===== config.mk =====
export PLATFORM = sky130hd
export DESIGN_NAME = adc_spi_responder
export DESIGN_NICKNAME = d
export VERILOG_FILES = /design/src/rtl/adc_pkg.sv /design/src/rtl/sync_edge.sv /design/src/rtl/adc_spi_responder.sv
export SDC_FILE = /design/constraint.sdc
export NUM_CORES = 1
export LEC_CHECK = 0
export ABC_AREA = 1
export BUFFER_PORTS_ARGS = -buffer_cell sky130_fd_sc_hd__buf_2
export CAP_MARGIN = 20
export CORE_MARGIN = 4
export CORE_UTILIZATION = 25
export CTS_BUF_LIST = sky130_fd_sc_hd__clkbuf_16
export CTS_CLUSTER_SIZE = 10
export DETAILED_ROUTE_END_ITERATION = 8
export HOLD_SLACK_MARGIN = 0.06
export PLACE_DENSITY = 0.48
export SYNTH_ARGS = -nofsm -noshare
export SYNTH_HDL_FRONTEND = slang
export SYNTH_SLANG_ARGS = --single-unit

===== constraint.sdc =====
create_clock -name clk -period 2.6 [get_ports clk]
set_clock_uncertainty 0.1 [all_clocks]
set_input_delay 0.26 -clock clk [delete_from_list [all_inputs] [get_ports clk]]
set_output_delay 0.26 -clock clk [all_outputs]
set_load 0.02 [all_outputs]

===== src/rtl/adc_pkg.sv =====
// Shared definitions for the ADC SPI responder.
// Contents: FSM state type, frame geometry constants, decoded command payload.
package adc_pkg;

  localparam int unsigned ADC_BITS  = 10;
  localparam int unsigned CMD_BITS  = 4;
  localparam int unsigned TAIL_BITS = 9;
  localparam int unsigned CNT_W     = 4;

  typedef enum logic [2:0] {
    IDLE,
    WAIT_START,
    CMD,
    NULL_BIT,
    DATA,
    TAIL,
    HOLD
  } state_t;

  // Decoded command: SGL/DIFF followed by channel D2..D0
  typedef struct packed {
    logic       sgl_diff;
    logic [2:0] ch;
  } cmd_t;

endpackage


===== src/rtl/sync_edge.sv =====
// N-stage synchronizer with combinational rise/fall pulses of the synchronized level.
// Ports:
//   clk, rst_n     : system clock, async active-low reset
//   d              : asynchronous input
//   q              : synchronized level (last flop of the chain)
//   rise_c, fall_c : one-cycle pulses when q changes 0->1 / 1->0
module sync_edge #(
  parameter int unsigned STAGES  = 2,
  parameter logic        RST_VAL = 1'b0
) (
  input  logic clk,
  input  logic rst_n,
  input  logic d,
  output logic q,
  output logic rise_c,
  output logic fall_c
);

  logic [STAGES-1:0] chain;
  logic              prev;

  // Synchronizer chain plus one history flop for edge detection
  always_ff @(posedge clk or negedge rst_n) begin
    if (!rst_n) begin
      chain <= {STAGES{RST_VAL}};
      prev  <= RST_VAL;
    end else begin
      chain[0] <= d;
      for (int i = 1; i < STAGES; i++) begin
        chain[i] <= chain[i-1];
      end
      prev <= chain[STAGES-1];
    end
  end

  assign q      = chain[STAGES-1];
  assign rise_c = q & ~prev;
  assign fall_c = ~q & prev;

endmodule


===== src/rtl/adc_spi_responder.sv =====
// SPI responder emulating a 10-bit serial ADC (start bit, SGL/DIFF, D2..D0, null bit, B9..B0).
// Optional feature macro: ADC_LSB_TAIL_EN -- after B0, repeat B1..B9 LSB-first before holding low.
// Ports:
//   clk, rst_n          : system clock (>= 8x ad_clk), async active-low reset
//   ad_clk, cs_n, din   : SPI master inputs (asynchronous to clk)
//   dout, dout_oe       : response bit and its drive enable (0 = tri-state)
//   ch_sel, sgl_diff    : decoded channel / mode, held between frames
//   sample_req          : one-cycle request; sample_data is captured in that same cycle
//   sample_data         : conversion value for ch_sel
//   frame_done          : one-cycle pulse in the cycle B0 is driven
module adc_spi_responder
  import adc_pkg::*;
#(
  parameter int unsigned SYNC_STAGES = 2
) (
  input  logic       clk,
  input  logic       rst_n,
  input  logic       ad_clk,
  input  logic       cs_n,
  input  logic       din,
  output logic       dout,
  output logic       dout_oe,
  output logic [2:0] ch_sel,
  output logic       sgl_diff,
  output logic       sample_req,
  input  logic [9:0] sample_data,
  output logic       frame_done
);

  logic sclk_q, sclk_rise, sclk_fall;
  logic cs_q, cs_rise, cs_fall;
  logic din_q, din_rise, din_fall;
  logic unused_edges;

  sync_edge #(.STAGES(SYNC_STAGES), .RST_VAL(1'b0)) u_sync_sclk (
    .clk(clk), .rst_n(rst_n), .d(ad_clk),
    .q(sclk_q), .rise_c(sclk_rise), .fall_c(sclk_fall)
  );

  sync_edge #(.STAGES(SYNC_STAGES), .RST_VAL(1'b1)) u_sync_cs (
    .clk(clk), .rst_n(rst_n), .d(cs_n),
    .q(cs_q), .rise_c(cs_rise), .fall_c(cs_fall)
  );

  sync_edge #(.STAGES(SYNC_STAGES), .RST_VAL(1'b0)) u_sync_din (
    .clk(clk), .rst_n(rst_n), .d(din),
    .q(din_q), .rise_c(din_rise), .fall_c(din_fall)
  );

  // din is sampled as a level on ad_clk rises; remaining edge outputs are not needed
  assign unused_edges = din_rise ^ din_fall ^ cs_fall ^ sclk_q;

  // Frames are accepted only after cs_n has been genuinely seen high since reset.
  // prime fills once the synchronizer holds real samples instead of reset values.
  logic [SYNC_STAGES:0] prime;
  logic                 armed;

  always_ff @(posedge clk or negedge rst_n) begin
    if (!rst_n) begin
      prime <= '0;
      armed <= 1'b0;
    end else begin
      prime <= {prime[SYNC_STAGES-1:0], 1'b1};
      if (prime[SYNC_STAGES] && cs_q) begin
        armed <= 1'b1;
      end
    end
  end

  state_t              state, state_nxt;
  logic [CNT_W-1:0]    cnt, cnt_nxt;
  logic [CMD_BITS-2:0] cmd_q, cmd_nxt;
  logic [ADC_BITS-1:0] samp_q, samp_nxt;
  logic [2:0]          ch_nxt;
  logic                sgl_nxt, dout_nxt, oe_nxt, req_nxt, done_nxt;
  cmd_t                dec;

  // State and output registers
  always_ff @(posedge clk or negedge rst_n) begin
    if (!rst_n) begin
      state      <= IDLE;
      cnt        <= '0;
      cmd_q      <= '0;
      samp_q     <= '0;
      ch_sel     <= '0;
      sgl_diff   <= 1'b0;
      dout       <= 1'b0;
      dout_oe    <= 1'b0;
      sample_req <= 1'b0;
      frame_done <= 1'b0;
    end else begin
      state      <= state_nxt;
      cnt        <= cnt_nxt;
      cmd_q      <= cmd_nxt;
      samp_q     <= samp_nxt;
      ch_sel     <= ch_nxt;
      sgl_diff   <= sgl_nxt;
      dout       <= dout_nxt;
      dout_oe    <= oe_nxt;
      sample_req <= req_nxt;
      frame_done <= done_nxt;
    end
  end

  // Next-state and output decode; cs_n rise overrides any coincident ad_clk edge
  always_comb begin
    state_nxt = state;
    cnt_nxt   = cnt;
    cmd_nxt   = cmd_q;
    samp_nxt  = samp_q;
    ch_nxt    = ch_sel;
    sgl_nxt   = sgl_diff;
    dout_nxt  = dout;
    oe_nxt    = dout_oe;
    req_nxt   = 1'b0;
    done_nxt  = 1'b0;
    dec       = cmd_t'({cmd_q, din_q});

    // Conversion value is valid while sample_req is high
    if (sample_req) begin
      samp_nxt = sample_data;
    end

    if (cs_rise) begin
      state_nxt = IDLE;
      cnt_nxt   = '0;
      dout_nxt  = 1'b0;
      oe_nxt    = 1'b0;
    end else begin
      unique case (state)
        IDLE: begin
          cnt_nxt  = '0;
          cmd_nxt  = '0;
          dout_nxt = 1'b0;
          oe_nxt   = 1'b0;
          if (armed && !cs_q) begin
            state_nxt = WAIT_START;
          end
        end
        WAIT_START: begin
          if (sclk_rise && din_q) begin
            state_nxt = CMD;
            cnt_nxt   = '0;
          end
        end
        CMD: begin
          if (sclk_rise) begin
            cmd_nxt = {cmd_q[CMD_BITS-3:0], din_q};
            cnt_nxt = cnt + CNT_W'(1);
            if (cnt == CNT_W'(CMD_BITS - 1)) begin
              ch_nxt    = dec.ch;
              sgl_nxt   = dec.sgl_diff;
              req_nxt   = 1'b1;
              cnt_nxt   = '0;
              state_nxt = NULL_BIT;
            end
          end
        end
        NULL_BIT: begin
          if (sclk_fall) begin
            dout_nxt  = 1'b0;
            oe_nxt    = 1'b1;
            cnt_nxt   = '0;
            state_nxt = DATA;
          end
        end
        DATA: begin
          if (sclk_fall) begin
            dout_nxt = samp_q[CNT_W'(ADC_BITS - 1) - cnt];
            cnt_nxt  = cnt + CNT_W'(1);
            if (cnt == CNT_W'(ADC_BITS - 1)) begin
              done_nxt  = 1'b1;
              cnt_nxt   = '0;
              state_nxt = TAIL;
            end
          end
        end
        TAIL: begin
`ifdef ADC_LSB_TAIL_EN
          if (sclk_fall) begin
            dout_nxt = samp_q[cnt + CNT_W'(1)];
            cnt_nxt  = cnt + CNT_W'(1);
            if (cnt == CNT_W'(TAIL_BITS - 1)) begin
              cnt_nxt   = '0;
              state_nxt = HOLD;
            end
          end
`else
          // B0 stays on the line until the next falling edge, handled in HOLD
          state_nxt = HOLD;
`endif
        end
        HOLD: begin
          oe_nxt = 1'b1;
          if (sclk_fall) begin
            dout_nxt = 1'b0;
          end
        end
        default: begin
          state_nxt = IDLE;
        end
      endcase
    end
  end

endmodule

After elaboration in Yosys (flattened, before gate mapping). Index checks and enable logic that the tools add are counted. W data, S select, Z words.

$add $sub $neg: 2. $mul: 0. Divide/modulo/power cells: 0. Magnitude comparators: 1. Eq/ne operators: 18. Shift-type cells: 0. Muxes and demuxes: 36. Bitwise operators: 7. Reductions and logical operators: 16.

Operator list (number): $mux W4 (7); $mux W3 (9); $ne A3 B3 Y1 const B (7); $pmux W3 S7 (1); $pmux W4 S5 (1); $mux W1 (14); $eq A3 B3 Y1 const B (3); $reduce_and A8 Y1 (1); $reduce_bool A4 Y1 (2); $eq A3 B2 Y1 const B (2); $pmux W1 S3 (2); $pmux W3 S2 (1); $reduce_and A3 Y1 (2); $reduce_bool A6 Y1 (1); $lt A4 B5 Y1 const B (1); $reduce_and A5 Y1 (1); $add A4 B1 Y4 const B (1); $bmux W1 S4 (1); $eq A4 B2 Y1 const B (1); $eq A4 B4 Y1 const B (1); $ne A2 B2 Y1 const B (2); $not A1 Y1 (4); $reduce_and A4 Y1 (1); $sub A4 B4 Y4 const A (1); other kinds (9) (13).

Bits in registers: 40. Latch bits: 0. Bits in writable memories: 0. Memory bits (read-only): 0. Input bits: 15. Output and inout bits: 8. Word-level logic and storage cells: 97. Memories kept: 0.

Depth between registers and ports, before layout.
Depth after elaboration: 6. Gate-level depth with buffers: 10. Depth with buffers taken out: 10.

Hierarchy. A second synthesis with hierarchy kept.

Cells, all modules: 239. Area, all modules: 1981.9 sq um.

Modules (own cells, without submodules): adc_spi_responder (instances 1, cells each 218, area each 1707.9 sq um, sequential area each 800.8 sq um); sync_edge at u_sync_din ... (instances 2, cells each 7, area each 90.1 sq um, sequential area each 75.1 sq um); sync_edge at u_sync_cs (instances 1, cells each 7, area each 93.8 sq um, sequential area each 78.8 sq um).

Least setup slack after synthesis. No wires, ideal clock.

Path type: register to register. From: register cnt[1]. To: register state[0]. Library setup time: 0.117 ns. Arrival time: 1.279 ns. Required time: 2.383 ns. Slack: 1.104 ns. Stages on the path, launching flop included: 10. Path buffers: 0. Clock period less this slack: 1.496 ns. Cell sequence: dfrtp_1 -> inv_1 -> ha_1 -> nand3_1 -> nand2_1 -> o21ai_1 -> nor2_2 -> nand2_2 -> nand2_1 -> nand2_1.

Word-level cells in the longest chain between the ends: 3. Elaborated cells between the ends (all ways): 5. Classes of those cells: eq/ne: 4; reduce/logical: 1.

Ends and longest elaborated chain: start, declared (RTL line adc_spi_responder.sv:71) `logic [CNT_W-1:0] cnt, cnt_nxt;`; start signal, assigned (RTL line adc_spi_responder.sv:93) `cnt <= cnt_nxt;`; $eq A4 B4 Y1 or $eq A4 B2 Y1 (tied branches) (RTL line adc_spi_responder.sv:171, adc_spi_responder.sv:150); $ne A3 B3 Y1 (no source line); $reduce_and A8 Y1 (no source line) (*); end signal, assigned (RTL line adc_spi_responder.sv:92) `state <= state_nxt;`; end, declared (RTL line adc_spi_responder.sv:70) `state_t state, state_nxt;`.

Every way passes the cells marked *; elsewhere a longest branch is shown, timed or not. A chain may end at the register's enable or synchronous reset.

Worst setup path after layout.
From: register cnt[0]. To: register ch_sel[2].

Word-level cells in the longest chain between the ends: 2.

Ends and longest elaborated chain: $eq A4 B2 Y1 (RTL line adc_spi_responder.sv:150) `if (cnt == CNT_W'(CMD_BITS - 1)) begin`; $reduce_and A4 Y1 (no source line); end signal, assigned (RTL line adc_spi_responder.sv:96) `ch_sel <= ch_nxt;`; end, declared (RTL line adc_spi_responder.sv:23) `output logic [2:0] ch_sel,`.

No other way between the ends.

==> flow_summary.json <==
{
  "clock_sinks": 40,
  "cts_setup_buffers": 0,
  "crit_family": "simple AND/OR/NAND/NOR gates",
  "worst_slew_pin_slew_ns": 0.888,
  "worst_setup_path_start_kind": "flop",
  "core-area_mm2": 0.00773,
  "cts_resized": 0,
  "syn-cell-area_mm2": 0.00198,
  "cp_max_fo": 10,
  "fp.dieW_um": 97.1,
  "ys_ff_latch": 40,
  "antenna_found_initial": 0,
  "hold_class": "in2reg",
  "final_nets": 272,
  "avgSynthCellArea_um2": 8.74,
  "drive_above_1_share": 0.243,
  "htreeDepth": 2,
  "swShare": 0.334,
  "worstPathBufferInverterCount": 1,
  "synth_edf_count": 0,
  "clk_pin_slew_ns": 0.06,
  "rr_startpoint": "cnt[0]",
  "synth_mux_area_frac": 0.0113,
  "netlist.area_leader.share": 0.467,
  "drtAntennaViolNets": 0,
  "cts-root-buf": "clkbuf_16",
  "cp_common_cell": "nand2_1",
  "pwr-share-clk": 0.356,
  "yosysWarnings": 0,
  "power.internal_uw": 1310,
  "gr-total-overflow": 0,
  "crit_path_max_incr_delay_ns": 0.52,
  "crit_type": "reg2reg",
  "cts_buffers": 5,
  "fin_area_mm2": 0.00238,
  "wl_um": 3780,
  "yosys.cell_types.count": 33,
  "grt_max_degree": 41,
  "p_per_area_mw_per_mm2": 824,
  "synth_top_family_by_area": "simple AND/OR/NAND/NOR gates",
  "placed_area_mm2": 0.00217,
  "drv_cap": 0,
  "syn_nets": 245,
  "synth_compound_area_frac": 0.0656,
  "post_drt_wl_per_cell_um": 10.6,
  "cp_data_required_time_ns": 2.72,
  "finalHoldViolations": 0,
  "firstDrtPassIters": 4,
  "die_y_um": 97.1,
  "tns_ns": 0,
  "min_period_ns": 1.69,
  "initial_core_util": 0.257,
  "synth_ff_type": "dfrtp_1",
  "clockBufferDepth": 2,
  "synth-seq-area-share": 0.506,
  "leakagePower_uw": 0.00118,
  "hp-start": "sample_data[5]",
  "area_growth_pct": 20.0,
  "period_share": 0.650,
  "syn_inst": 227,
  "cts_tree": "built",
  "antenna_cells": 0,
  "max_clock_freq_ghz": 0.592,
  "ios": 23,
  "rsz0062_at_grt": "no",
  "drt_iter0_markers": 106,
  "synth.area.top_cells": "dfrtp_1 (47%), nand2_1 (13%), nand3_1 (4.5%)",
  "yosysTopAreaCell": "dfrtp_1",
  "io_buffers": 22,
  "drv_slew": 0,
  "grtUsageTotal": 0.0884,
  "grt_pass1_wl_um": 7090,
  "critPathSlowestCell": "dfrtp_1",
  "slew_headroom": 0.408,
  "peakVddDrop_v": 0.000363,
  "seq_power_share": 0.384,
  "via_per_inst": 4.15,
  "vias": 1482,
  "worstPathArrival_ns": 1.81,
  "gp_congestion": 0.771,
  "die_area_mm2": 0.00943,
  "setup_viol": 0,
  "insertion_delay_ns": 0.28,
  "grt_pass1_vias": 1530,
  "synth_simple_gate_area_frac": 0.305,
  "crit_chain": "ha_1, nand3_1, nor2_1, nand3_2, inv_1, nand2_1, nand2_1",
  "cp-end-kind": "flop",
  "yosys.area_share.xor_xnor": 0.0132,
  "place_hpwl_um": 2740,
  "p_switching_uw": 656,
  "synthArstFlopShare": 1.00,
  "rows": 32,
  "comb_power_share": 0.260,
  "critPathLaunch": "cnt[0]",
  "drc": 0,
  "cts_hold_buf": 4,
  "outcome": "completed",
  "synthAdderAreaFrac": 0.0189
}
-- cells in the final DEF, fill, tap and decap left out, drive strengths merged --
cell type and instances:
dfrtp 37, nand3b 1, dfstp 3, a21oi 3, clkinv 1, mux2 2, nor2 10, nand3 24
buf 22, ha 3, xnor2 1, nor3 1, bufinv 1, nor4 1, clkinvlp 1, inv 28
nand2 78, conb 1, xor2 2, o21ai 21, dlygate4sd3 4, clkbuf 5, o22ai 1, or2 2
nand4 2
-- final cells by class --
type                            instances  area (um^2)
Tap cell                              102          128
Clock buffer                            5          125
Timing Repair Buffer                   26          150
Inverter                               28          105
Multi-Input combinational cell        153          826
Fill cell                             809         5350
Sequential cell                        40         1000
Clock inverter                          3         42.5
-- path summary, 6_finish.rpt --
kind                                        to  slack [ns]  cells past startpoint
max in group asynchronous               cnt[3]        1.31                      2
setup reg to reg                     ch_sel[2]        0.91                      7
hold reg to reg            u_sync_din.chain[1]        0.25                      0
hold / removal                       samp_q[5]        0.09                      3
min in group asynchronous               cnt[2]        0.55                      2
setup / recovery                     ch_sel[2]        0.91                      7
-- cell families (layout without fill, tap and decap cells) --
family / after synthesis / in the layout
xor gates and xnor gates: 3 / 3
adders and majority gates: 3 / 3
AOI/OAI and AO/OA: 25 / 25
buffers and inverters: 34 / 62
and+or+nand+nor: 119 / 119
DFF: 40 / 40
other: 1 / 1
muxes: 2 / 2
-- cells in the mapped netlist, types with 2 or more instances --
master and count:
nor2_2 3, or2_2 2, inv_2 5, nand2_4 2, inv_1 23, nand2_2 5
clkbuf_1 2, nand2_1 71, ha_1 3, dfrtp_1 37, xor2_1 2, mux2_2 2
buf_6 3, a21oi_1 3, dfstp_2 3, o21ai_1 8, o21ai_0 12, nand3_2 5
nor2_1 5, nand3_1 18
-- metrics by stage --
step	total power (uW)	worst slack [ns]	instances	utilization	hold WS [ns]
finish	1960	0.910	357	0.308	0.0860
global route	2110	0.714	357	0.308	0.101
CTS	1990	0.895	357	0.308	0.0850
detailed placement	1280	0.926	345	0.281	0.236
global placement	1280	0.917	345	0.281	0.233
floorplan	1180	1.10	227	-	-0.136
-- power groups by stage --
| stage | Sequential (uW) | Clock, uW | Combinational, uW |
|---|---|---|---|
| CTS | 754 | 718 | 518 |
| detailed placement | 765 | 0 | 510 |
| global placement | 768 | 0 | 513 |
| floorplan | 734 | 0 | 447 |
| global route | 764 | 754 | 595 |
| finish | 754 | 698 | 511 |
-- per-layer routing --
layer	GRT usage	wire, um	share of wire
met4	0.0292	43	0.011
met1	0.127	1940	0.51
met3	0.0158	98	0.026
met2	0.134	1690	0.45
met5	0	0	0
-- worst register-to-register path, delay by kind of cell, from the launching register on --
kind                       cells  cell delay, ns
and+or+nand+nor                5            0.60
DFF                            1            0.52
adders and majority gates      1            0.25
buffers and inverters          1            0.16
-- flip-flops by register name, summed over array words and instances, names as in the netlist --
signal / cells
u_sync_cs.chain: 2
cnt: 4
armed: 1
sgl_diff: 1
cmd_q: 3
dout_oe: 1
frame_done: 1
ch_sel: 3
u_sync_cs.prev: 1
state: 3
samp_q: 10
u_sync_sclk.chain: 2
prime: 3
u_sync_sclk.prev: 1
dout: 1
sample_req: 1
u_sync_din.chain: 2
No activity file was read; power rests on OpenSTA's default activity.
